[config.mk]
export PLATFORM = sky130hd
export DESIGN_NAME = fp16_align_add
export DESIGN_NICKNAME = d
export VERILOG_FILES = /design/src/rtl/fp16_align_add.sv
export SDC_FILE = /design/constraint.sdc
export NUM_CORES = 1
export LEC_CHECK = 0
export ABC_AREA = 1
export CAP_MARGIN = 20
export CORE_MARGIN = 2
export CORE_UTILIZATION = 45
export CTS_BUF_LIST = sky130_fd_sc_hd__clkbuf_8
export CTS_CLUSTER_SIZE = 24
export DETAILED_ROUTE_END_ITERATION = 6
export GPL_TIMING_DRIVEN = 0
export HOLD_SLACK_MARGIN = 0.06
export PLACE_DENSITY = 0.75
export SKIP_LAST_GASP = 1
export SYNTH_ARGS = -nofsm -noshare
export SYNTH_HDL_FRONTEND = slang
export SYNTH_SLANG_ARGS = --single-unit
[constraint.sdc]
create_clock -name clk -period 2.5 [get_ports clk]
set_input_delay 0.625 -clock clk [delete_from_list [all_inputs] [get_ports clk]]
set_output_delay 0.625 -clock clk [all_outputs]
set_load 0.05 [all_outputs]
[src/rtl/fp16_align_add.sv]
`timescale 1ns/1ps
// fp16_align_add: two-stage alignment and mantissa add/subtract front end.
// Stage 1 unpacks, orders by magnitude, aligns the smaller mantissa and
// classifies specials; stage 2 adds or subtracts and presents the raw result.
module fp16_align_add #(
  parameter bit FLUSH_ZERO = 1'b0
) (
  input  logic        clk,
  input  logic        rst_n,
  input  logic [15:0] in_a,
  input  logic [15:0] in_b,
  input  logic        in_sub,
  input  logic        in_valid,
  output logic        in_ready,
  input  logic        out_ready,
  output logic        out_valid,
  output logic        out_sign,
  output logic [4:0]  out_exp,
  output logic [11:0] out_mant,
  output logic [1:0]  out_exc
);

  localparam logic [1:0] EXC_FINITE = 2'b00;
  localparam logic [1:0] EXC_INF    = 2'b01;
  localparam logic [1:0] EXC_NAN    = 2'b10;

  // Operand fields; B's sign is flipped for subtraction so the rest of the
  // datapath only ever sees an addition of signed magnitudes.
  logic       sign_a, sign_b;
  logic [4:0] exp_a, exp_b;
  logic [9:0] frac_a, frac_b;
  logic [9:0] frac_use_a, frac_use_b;
  logic [10:0] mant_a, mant_b;
  logic [4:0] eff_a, eff_b;
  logic       nan_a, nan_b, inf_a, inf_b;
  logic       eff_sub;
  logic       a_ge_b;

  assign sign_a = in_a[15];
  assign sign_b = in_b[15] ^ in_sub;
  assign exp_a  = in_a[14:10];
  assign exp_b  = in_b[14:10];
  assign frac_a = in_a[9:0];
  assign frac_b = in_b[9:0];

  assign nan_a = (exp_a == 5'd31) && (frac_a != 10'd0);
  assign nan_b = (exp_b == 5'd31) && (frac_b != 10'd0);
  assign inf_a = (exp_a == 5'd31) && (frac_a == 10'd0);
  assign inf_b = (exp_b == 5'd31) && (frac_b == 10'd0);

  // Flushed subnormals behave as zero both in the compare and the sum.
  assign frac_use_a = (FLUSH_ZERO && (exp_a == 5'd0)) ? 10'd0 : frac_a;
  assign frac_use_b = (FLUSH_ZERO && (exp_b == 5'd0)) ? 10'd0 : frac_b;

  assign mant_a = {(exp_a != 5'd0), frac_use_a};
  assign mant_b = {(exp_b != 5'd0), frac_use_b};
  assign eff_a  = (exp_a == 5'd0) ? 5'd1 : exp_a;
  assign eff_b  = (exp_b == 5'd0) ? 5'd1 : exp_b;

  assign eff_sub = sign_a ^ sign_b;
  assign a_ge_b  = {exp_a, frac_use_a} >= {exp_b, frac_use_b};

  // Stage 1 datapath: pick the larger operand, align the smaller one and
  // decide whether the result is a special value.
  logic        l_sign;
  logic [4:0]  l_exp, l_eff, s_eff;
  logic [10:0] l_mant, s_mant;
  logic [4:0]  shift;
  logic [10:0] s_aligned;
  logic [1:0]  exc_next;
  logic        sign_next;
  logic [4:0]  exp_next;

  always_comb begin
    l_sign = sign_a;
    l_exp  = exp_a;
    l_eff  = eff_a;
    l_mant = mant_a;
    s_eff  = eff_b;
    s_mant = mant_b;
    if (!a_ge_b) begin
      l_sign = sign_b;
      l_exp  = exp_b;
      l_eff  = eff_b;
      l_mant = mant_b;
      s_eff  = eff_a;
      s_mant = mant_a;
    end
    shift     = l_eff - s_eff;
    s_aligned = (shift >= 5'd11) ? 11'd0 : (s_mant >> shift);

    exc_next  = EXC_FINITE;
    sign_next = l_sign;
    exp_next  = l_exp;
    if (nan_a || nan_b || (inf_a && inf_b && eff_sub)) begin
      exc_next  = EXC_NAN;
      sign_next = 1'b0;
      exp_next  = 5'd31;
    end else if (inf_a) begin
      exc_next  = EXC_INF;
      sign_next = sign_a;
      exp_next  = 5'd31;
    end else if (inf_b) begin
      exc_next  = EXC_INF;
      sign_next = sign_b;
      exp_next  = 5'd31;
    end
  end

  // Pipeline control: stage 2 refills when empty or draining, stage 1
  // accepts whenever it is empty or moving forward.
  logic s1_valid, s2_valid;
  logic s2_load;

  assign s2_load   = !s2_valid || out_ready;
  assign in_ready  = !s1_valid || s2_load;
  assign out_valid = s2_valid;

  logic        s1_sign, s1_sub;
  logic [4:0]  s1_exp;
  logic [10:0] s1_ml, s1_ms;
  logic [1:0]  s1_exc;

  // Stage 1 register: holds the ordered, aligned operand pair.
  always_ff @(posedge clk or negedge rst_n) begin
    if (!rst_n) begin
      s1_valid <= 1'b0;
      s1_sign  <= 1'b0;
      s1_sub   <= 1'b0;
      s1_exp   <= 5'd0;
      s1_ml    <= 11'd0;
      s1_ms    <= 11'd0;
      s1_exc   <= EXC_FINITE;
    end else if (in_ready) begin
      s1_valid <= in_valid;
      if (in_valid) begin
        s1_sign <= sign_next;
        s1_sub  <= eff_sub;
        s1_exp  <= exp_next;
        s1_ml   <= l_mant;
        s1_ms   <= s_aligned;
        s1_exc  <= exc_next;
      end
    end
  end

  // Stage 2 datapath: unsigned add or subtract; L >= S keeps it non-negative.
  logic [11:0] sum;
  logic [11:0] mant_next;
  logic        sign_out_next;

  always_comb begin
    sum = s1_sub ? ({1'b0, s1_ml} - {1'b0, s1_ms})
                 : ({1'b0, s1_ml} + {1'b0, s1_ms});
    mant_next     = sum;
    sign_out_next = s1_sign;
    if (s1_exc == EXC_NAN) begin
      mant_next = 12'h200;
    end else if (s1_exc == EXC_INF) begin
      mant_next = 12'h000;
    end else if (s1_sub && (sum == 12'd0)) begin
      sign_out_next = 1'b0;
    end
  end

  // Stage 2 register: output holding register, frozen while stalled.
  always_ff @(posedge clk or negedge rst_n) begin
    if (!rst_n) begin
      s2_valid <= 1'b0;
      out_sign <= 1'b0;
      out_exp  <= 5'd0;
      out_mant <= 12'd0;
      out_exc  <= EXC_FINITE;
    end else if (s2_load) begin
      s2_valid <= s1_valid;
      if (s1_valid) begin
        out_sign <= sign_out_next;
        out_exp  <= s1_exp;
        out_mant <= mant_next;
        out_exc  <= s1_exc;
      end
    end
  end

endmodule

==> flow_summary.ini, run 1 <==
[yosys]
async_flop_share_pct = 100
ys_ff_latch = 53
syn-cell-area_um2 = 4370
ys_seq_area_share_pct = 30.3
synth_edf_count = 0
synth_nets = 712
avgSynthCellArea_um2 = 6.81
yosysWarnings = 0
synth_cells = 642
synth_ff_type = dfrtp_1
synth_cell_types = 34

[setup_path]
cp_slowest_cell = fa_2
crit_top_cell = nand2_2
cp_max_fo = 6
critPathCaptureType = register
path_class = primary input to register
cp_cell_sequence = buf_8, inv_6, ha_4, nand2_2, nand2_2, a21oi_2, nand2_2, nand2_4, nand3_4, buf_6, buf_8, nor2_4, a31oi_4, ha_4, fa_2, nand3b_1, and2_4, nand2_2, nand2_2, nor2_4, nand2_4, nor2_4, nand3_2, o211ai_1
rrSetupSlack_ns = -0.25
critPathLaunchType = primary input
arrival_ns = 3.54
slowest_delay_ns = 0.33
crit_required_ns = 2.74

[cts]
numCtsBuffers = 5
numClockSinks = 53
path_clk_slew_ns = 0.10
cts_tree = done
ctsHoldBuffers = 0
clock_latency_ns = 0.32
clockBufferDepth = 2
cts_max_level = 2
clock-root-buffer = clkbuf_8

[finish]
area.growth.synth_to_final_pct = 49.4
multi_input_area_um2 = 3330
seq_area_um2 = 1330
fin_nets = 841
drive_gt1_share_pct = 35.1
final_area_um2 = 6530
n_fill_cell = 751
diodes = 0

[detailed_routing]
drt_iter0_drc = 315
wirelength_um = 13700
routed_via_density = 5.35
wire_per_inst_um = 15.2
drtPass1Iterations = 5
final_antenna_net_count = 0
drc = 0
routed-via-count = 4819

[floorplanning]
die_h_um = 103
start_util_pct = 46.9
dieArea_um2 = 10500
core_um2 = 9330
die_x_um = 103
ios = 59
row_count = 35

[place]
pre_cts_slack_ns = -2.05
place.gp.congestion = 0.916
io_buffer_count = 58
hpwl_um = 9790
place_area_um2 = 5420

[sta]
hold_slack_ns = 0.228
fin_crit_sh_pct = 132
slew_violations = 0
fin_crit_ns = 3.31
slew-limit-headroom_pct = 64.4
rsz0062_at_grt = yes
layout_setup_ws_ns = -0.807
clock.fmax_mhz = 302
finalSetupViolCount = 15
tightest_slew_ns = 0.534
fin_skew_ns = 0.00919
hold_viol_final = 0

[outcome]
violations = setup timing
status = finished, violations left

[global_route]
grt_max_degree = 37
gr-usage-all-layers_pct = 26.8
grt_pass1_wl_um = 22200
antenna_found_initial = 0
grt-ovfl-total = 0
grt_pass1_vias = 4876

[power]
p_leak_nw = 3.14
power_density_nw_per_um2 = 1190
peakVddDrop_uv = 593

[job]
maxCapViolCount = 0

[worst_hold_path]
hold_class = primary input to asynchronous set/reset pin
==> flip-flops by register name, indices dropped and copies added (netlist names), 2 cells and up <==
name,cells
out_mant,12
s1_ml,11
s1_ms,11
out_exp,5
s1_exp,5
out_exc,2
s1_exc,2
==> final timing paths <==
check,start,cells after the start,to
worst max-delay path,in_b[4],24,s1_ms[5]
worst min-delay path,rst_n,1,out_sign
worst max register to register,s1_ms[1],17,out_sign
worst min register to register,s1_exp[0],2,out_exp[0]
max in group asynchronous,rst_n,2,s1_sub
min in group clk,s1_exp[0],2,out_exp[0]
==> cell families (layout without fill, tap and decap cells) <==
group | count (synthesis) | in the layout | synth area share (%)
simple gates | 323 | 323 | 32.7
fa+ha+maj | 33 | 33 | 9.79
flops | 53 | 53 | 30.3
compound gates | 97 | 97 | 12.0
buf+inv | 114 | 244 | 10.7
xor+xnor | 22 | 22 | 4.41
==> synthesized netlist by cell type, types with 5 or more instances <==
library cell | n | area (µm²)
nor2_1 | 43 | 161
nand2_2 | 8 | 50.1
o21ai_0 | 36 | 180
nor3_1 | 7 | 35.0
buf_2 | 5 | 25.0
a21oi_1 | 40 | 200
nand3_1 | 60 | 300
ha_1 | 31 | 388
nand3_2 | 7 | 70.1
o22ai_1 | 8 | 50.1
xor2_1 | 20 | 175
inv_1 | 92 | 345
nand2_1 | 177 | 664
dfrtp_1 | 53 | 1330
clkbuf_1 | 9 | 33.8
nand4_1 | 9 | 56.3
==> report_power, final <==
part | switching (mW) | internal (mW) | leakage [nW] | total, mW
clock network | 0.314 | 0.203 | 0.0447 | 0.518
logic | 3.46 | 2.48 | 2.44 | 5.94
registers | 0.187 | 1.11 | 0.653 | 1.30
==> critical path: cells and delay by family <==
kind,cells,cell delay (ns)
compound gates,3,0.28
fa+ha+maj,3,0.71
buf+inv,4,0.43
simple gates,14,1.53
==> metal layers <==
| metal | vias to the layer above | global-route usage [%] | routed length (µm) |
|---|---|---|---|
| li1 | 2341 | - | - |
| met1 | 2271 | 30.0 | 5460 |
| met2 | 167 | 50.6 | 7260 |
| met3 | 40 | 3.19 | 547 |
| met4 | 0 | 11.7 | 461 |
| met5 | - | 0 | 0 |
==> metrics by stage <==
stage,util (%),std cells,TNS [ns],total power [mW]
floorplan,-,642,-8.54,4.48
global placement,57.9,829,-66.44,5.46
detailed placement,58.1,830,-29.85,5.57
CTS,67.1,895,-7.30,7.15
global route,70.0,901,-10.43,8.29
finish,70.0,901,-8.89,7.75
==> cell usage in the layout (no fill, tap or decap), types with 3 or more instances in the layout <==
master,Yosys,final
nor2_2,3,5
nand2_4,1,8
clkbuf_1,9,7
o211ai_1,4,4
a21oi_2,0,7
nand3_4,1,7
buf_12,1,4
inv_6,0,5
ha_1,31,6
clkbuf_8,0,6
inv_4,0,6
buf_4,1,71
ha_4,0,23
xor2_1,20,20
o22ai_1,8,7
o21ai_1,1,8
buf_6,2,13
nand2_1,177,149
nor3_1,7,4
o21ai_0,36,23
o21ai_2,2,8
nand3_2,7,21
dfrtp_1,53,52
a21oi_1,40,33
nand4_1,9,9
inv_2,2,13
nor4_1,4,3
inv_1,92,68
clkdlybuf4s50_1,0,26
buf_2,5,12
nand2_2,8,29
nand3_1,60,40
buf_8,0,5
nor2_1,43,32
nor2_4,0,9
==> repair_timing <==
item	CTS	global route
pin swaps	75	38
resized for setup	246	58
setup buffers	57	7
endpoints found under the setup margin	33	17
cloned	1	0
==> final cells by class <==
cell class / instances / share of cell area (%)
Timing Repair Buffer: 123 / 16.3
Clock buffer: 5 / 1.05
Tap cell: 129 / 2.47
Inverter: 96 / 6.42
Multi-Input combinational cell: 475 / 50.9
Sequential cell: 53 / 20.3
Buffer: 17 / 2.13
Clock inverter: 3 / 0.383
(Power assumes the default switching activity.)
==> run 2, diff against run 1 <==
CTS_CLUSTER_SIZE = not set   (was 24)
==> results of run 2 <==
Same layout as run 1: the final DEF is identical, and so are final timing and power.
==> run 3, diff against run 2 <==
SLEW_MARGIN = 20   (was not set)
==> run 3 against run 2 <==
The run still ends with setup timing left. Critical path depth unchanged. Routed wire length shrank 3.4%. Sequential cell count unchanged. Utilization is 2.8 points lower. Register-to-register slack about the same. Sequential share of layout area grew 0.85 points. Fmax increased by 0.71%. Clock-buffer cell count stayed put. Combinational power rose by 2%.
==> flow_summary.ini, run 3 (synthesized netlist as in run 1, its figures left out) <==
[outcome]
status = finished, violations left
violations = setup timing

[detailed_routing]
routed-via-count = 4715
wirelength_um = 13300
drt_iter0_drc = 300
dr.max_layer_used = met4
route.met2.wl_um = 6870
final_antenna_net_count = 0
routed_via_density = 5.32
drc = 0
drtPass1Iterations = 5
wl_met1_um = 5480
wl_met3_um = 494
wire_per_inst_um = 15.0

[finish]
seq_area_um2 = 1330
final_common_cell = nand2_1
largest_reg_flops = 12
final_cell_mix = nand2_1 (158), inv_1 (66), buf_4 (58), nand3_1 (54), dfrtp_1 (52)
multi_input_area_um2 = 3190
top_register = out_mant
n_fill_cell = 770
largestRegisters = out_mant (12), s1_ml (11), s1_ms (11)
diodes = 0
area.growth.synth_to_final_pct = 43.4
fin_nets = 827
drive_gt1_share_pct = 31.5

[setup_path]
regToRegEndpoint = out_sign
arrival_ns = 3.52
cp_max_fo = 6
cp_slowest_cell = fa_2
cp_cell_sequence = buf_8, inv_4, ha_4, nand2_2, nand2_1, a21oi_2, nand2_2, nand2_2, nand3_4, buf_6, buf_8, nor2_4, a31oi_4, ha_2, fa_2, nand3b_1, and2_4, nand2_2, nand2_2, nor2_4, nand2_4, nor2_4, nand3_2, o211ai_1
rrSetupSlack_ns = -0.25
worstRegToRegCells = 15
critPathTopFamily = simple AND/OR/NAND/NOR gates
path_class = primary input to register
path_buf_inv = 4
slowest_delay_ns = 0.34
r2r_start = s1_ms[1]
critPathLaunchType = primary input
crit_top_cell = nand2_2
critPathCaptureType = register
crit_required_ns = 2.74

[cts]
clockBufferDepth = 2
numCtsBuffers = 5
cts_max_level = 2
ctsHoldBuffers = 0
numClockSinks = 53
clock_latency_ns = 0.32
path_clk_slew_ns = 0.11
clock-root-buffer = clkbuf_8
cts_tree = done

[sta]
hold_viol_final = 0
finalSetupViolCount = 15
tns_ns = -8.49
fin_crit_ns = 3.28
rsz0062_at_grt = yes
fin_skew_ns = 0.00806
fin_crit_sh_pct = 131
slew_violations = 0
clock.fmax_mhz = 305
layout_setup_ws_ns = -0.784
slew-limit-headroom_pct = 56.6
tightest_slew_ns = 0.651

[global_route]
grt_max_degree = 54
grt_pass1_vias = 4745
antenna_found_initial = 0
grt_pass1_wl_um = 21600
gr-usage-all-layers_pct = 25.9
grt-ovfl-total = 0

[floorplanning]
start_util_pct = 46.9
die_x_um = 103
dieArea_um2 = 10500
die_h_um = 103
core_um2 = 9330
row_count = 35
ios = 59

[place]
place.gp.congestion = 0.916
hpwl_um = 9650
pre_cts_slack_ns = -2.06
io_buffer_count = 58

[power]
p_leak_nw = 3.02
power_density_nw_per_um2 = 1250
peakVddDrop_uv = 542

[worst_hold_path]
hold_class = primary input to asynchronous set/reset pin

[job]
maxCapViolCount = 0
==> run 3: cell count changes in the layout (fill, tap and decap cells not counted), moves of 3 or more <==
cell,delta
nand2_2,-7
nand3_2,-8
o22ai_2,+3
buf_6,-3
nand3_4,-6
o21ai_1,+4
nand2_1,+9
nand3_1,+14
buf_4,-13
o21ai_2,-3
==> run 3: how the worst max path moves through the flow <==
stage	start	to	depth (start not counted)
after global placement	in_b[5]	s1_ms[5]	24
after CTS	in_b[6]	s1_ms[5]	24
after global routing	in_b[4]	s1_ms[0]	24
after detailed placement	in_b[5]	s1_ms[5]	24
final	in_b[4]	s1_ms[5]	24
after floorplan	in_b[5]	s1_ms[5]	23
==> run 3: report_power, final <==
| group | leakage, nW | internal, mW | switching [mW] |
|---|---|---|---|
| clock | 0.0423 | 0.205 | 0.320 |
| combinational | 2.32 | 2.52 | 3.51 |
| sequential | 0.653 | 1.11 | 0.184 |
| total | 3.02 | 3.83 | 4.02 |
==> run 3: what timing repair did <==
item | CTS | global route
resized for setup | 230 | 45
pin swaps | 72 | 32
endpoints found under the hold margin | 0 | 0
setup endpoints to repair | 33 | 16
gates cloned | 0 | 0
setup buffers | 47 | 5
==> run 3: area by class of cell <==
cell class / instances / share of cell area (%)
timing repair buffer: 109 / 15.0
clock inverter: 3 / 0.419
tap: 129 / 2.57
inverter: 96 / 6.72
buffer: 17 / 2.25
clock buffer: 5 / 1.10
multi-input combinational: 475 / 50.8
sequential: 53 / 21.2
==> run 3: per-layer routing <==
metal | vias to the layer above | global-route usage (%)
li1 | 2311 | -
met1 | 2217 | 29.5
met2 | 146 | 50.0
met3 | 41 | 2.64
met4 | 0 | 8.82
met5 | - | 0
==> run 3: through the flow <==
step,hold WS (ns),instance area [µm²],power [mW],cells,util [%]
floorplan,0.329,4660,4.48,642,-
global placement,0.460,5400,5.46,829,57.9
detailed placement,0.466,5400,5.57,829,57.9
CTS,0.346,6080,7.00,883,65.2
global route,0.375,6270,8.39,887,67.2
finish,0.329,6270,7.85,887,67.2
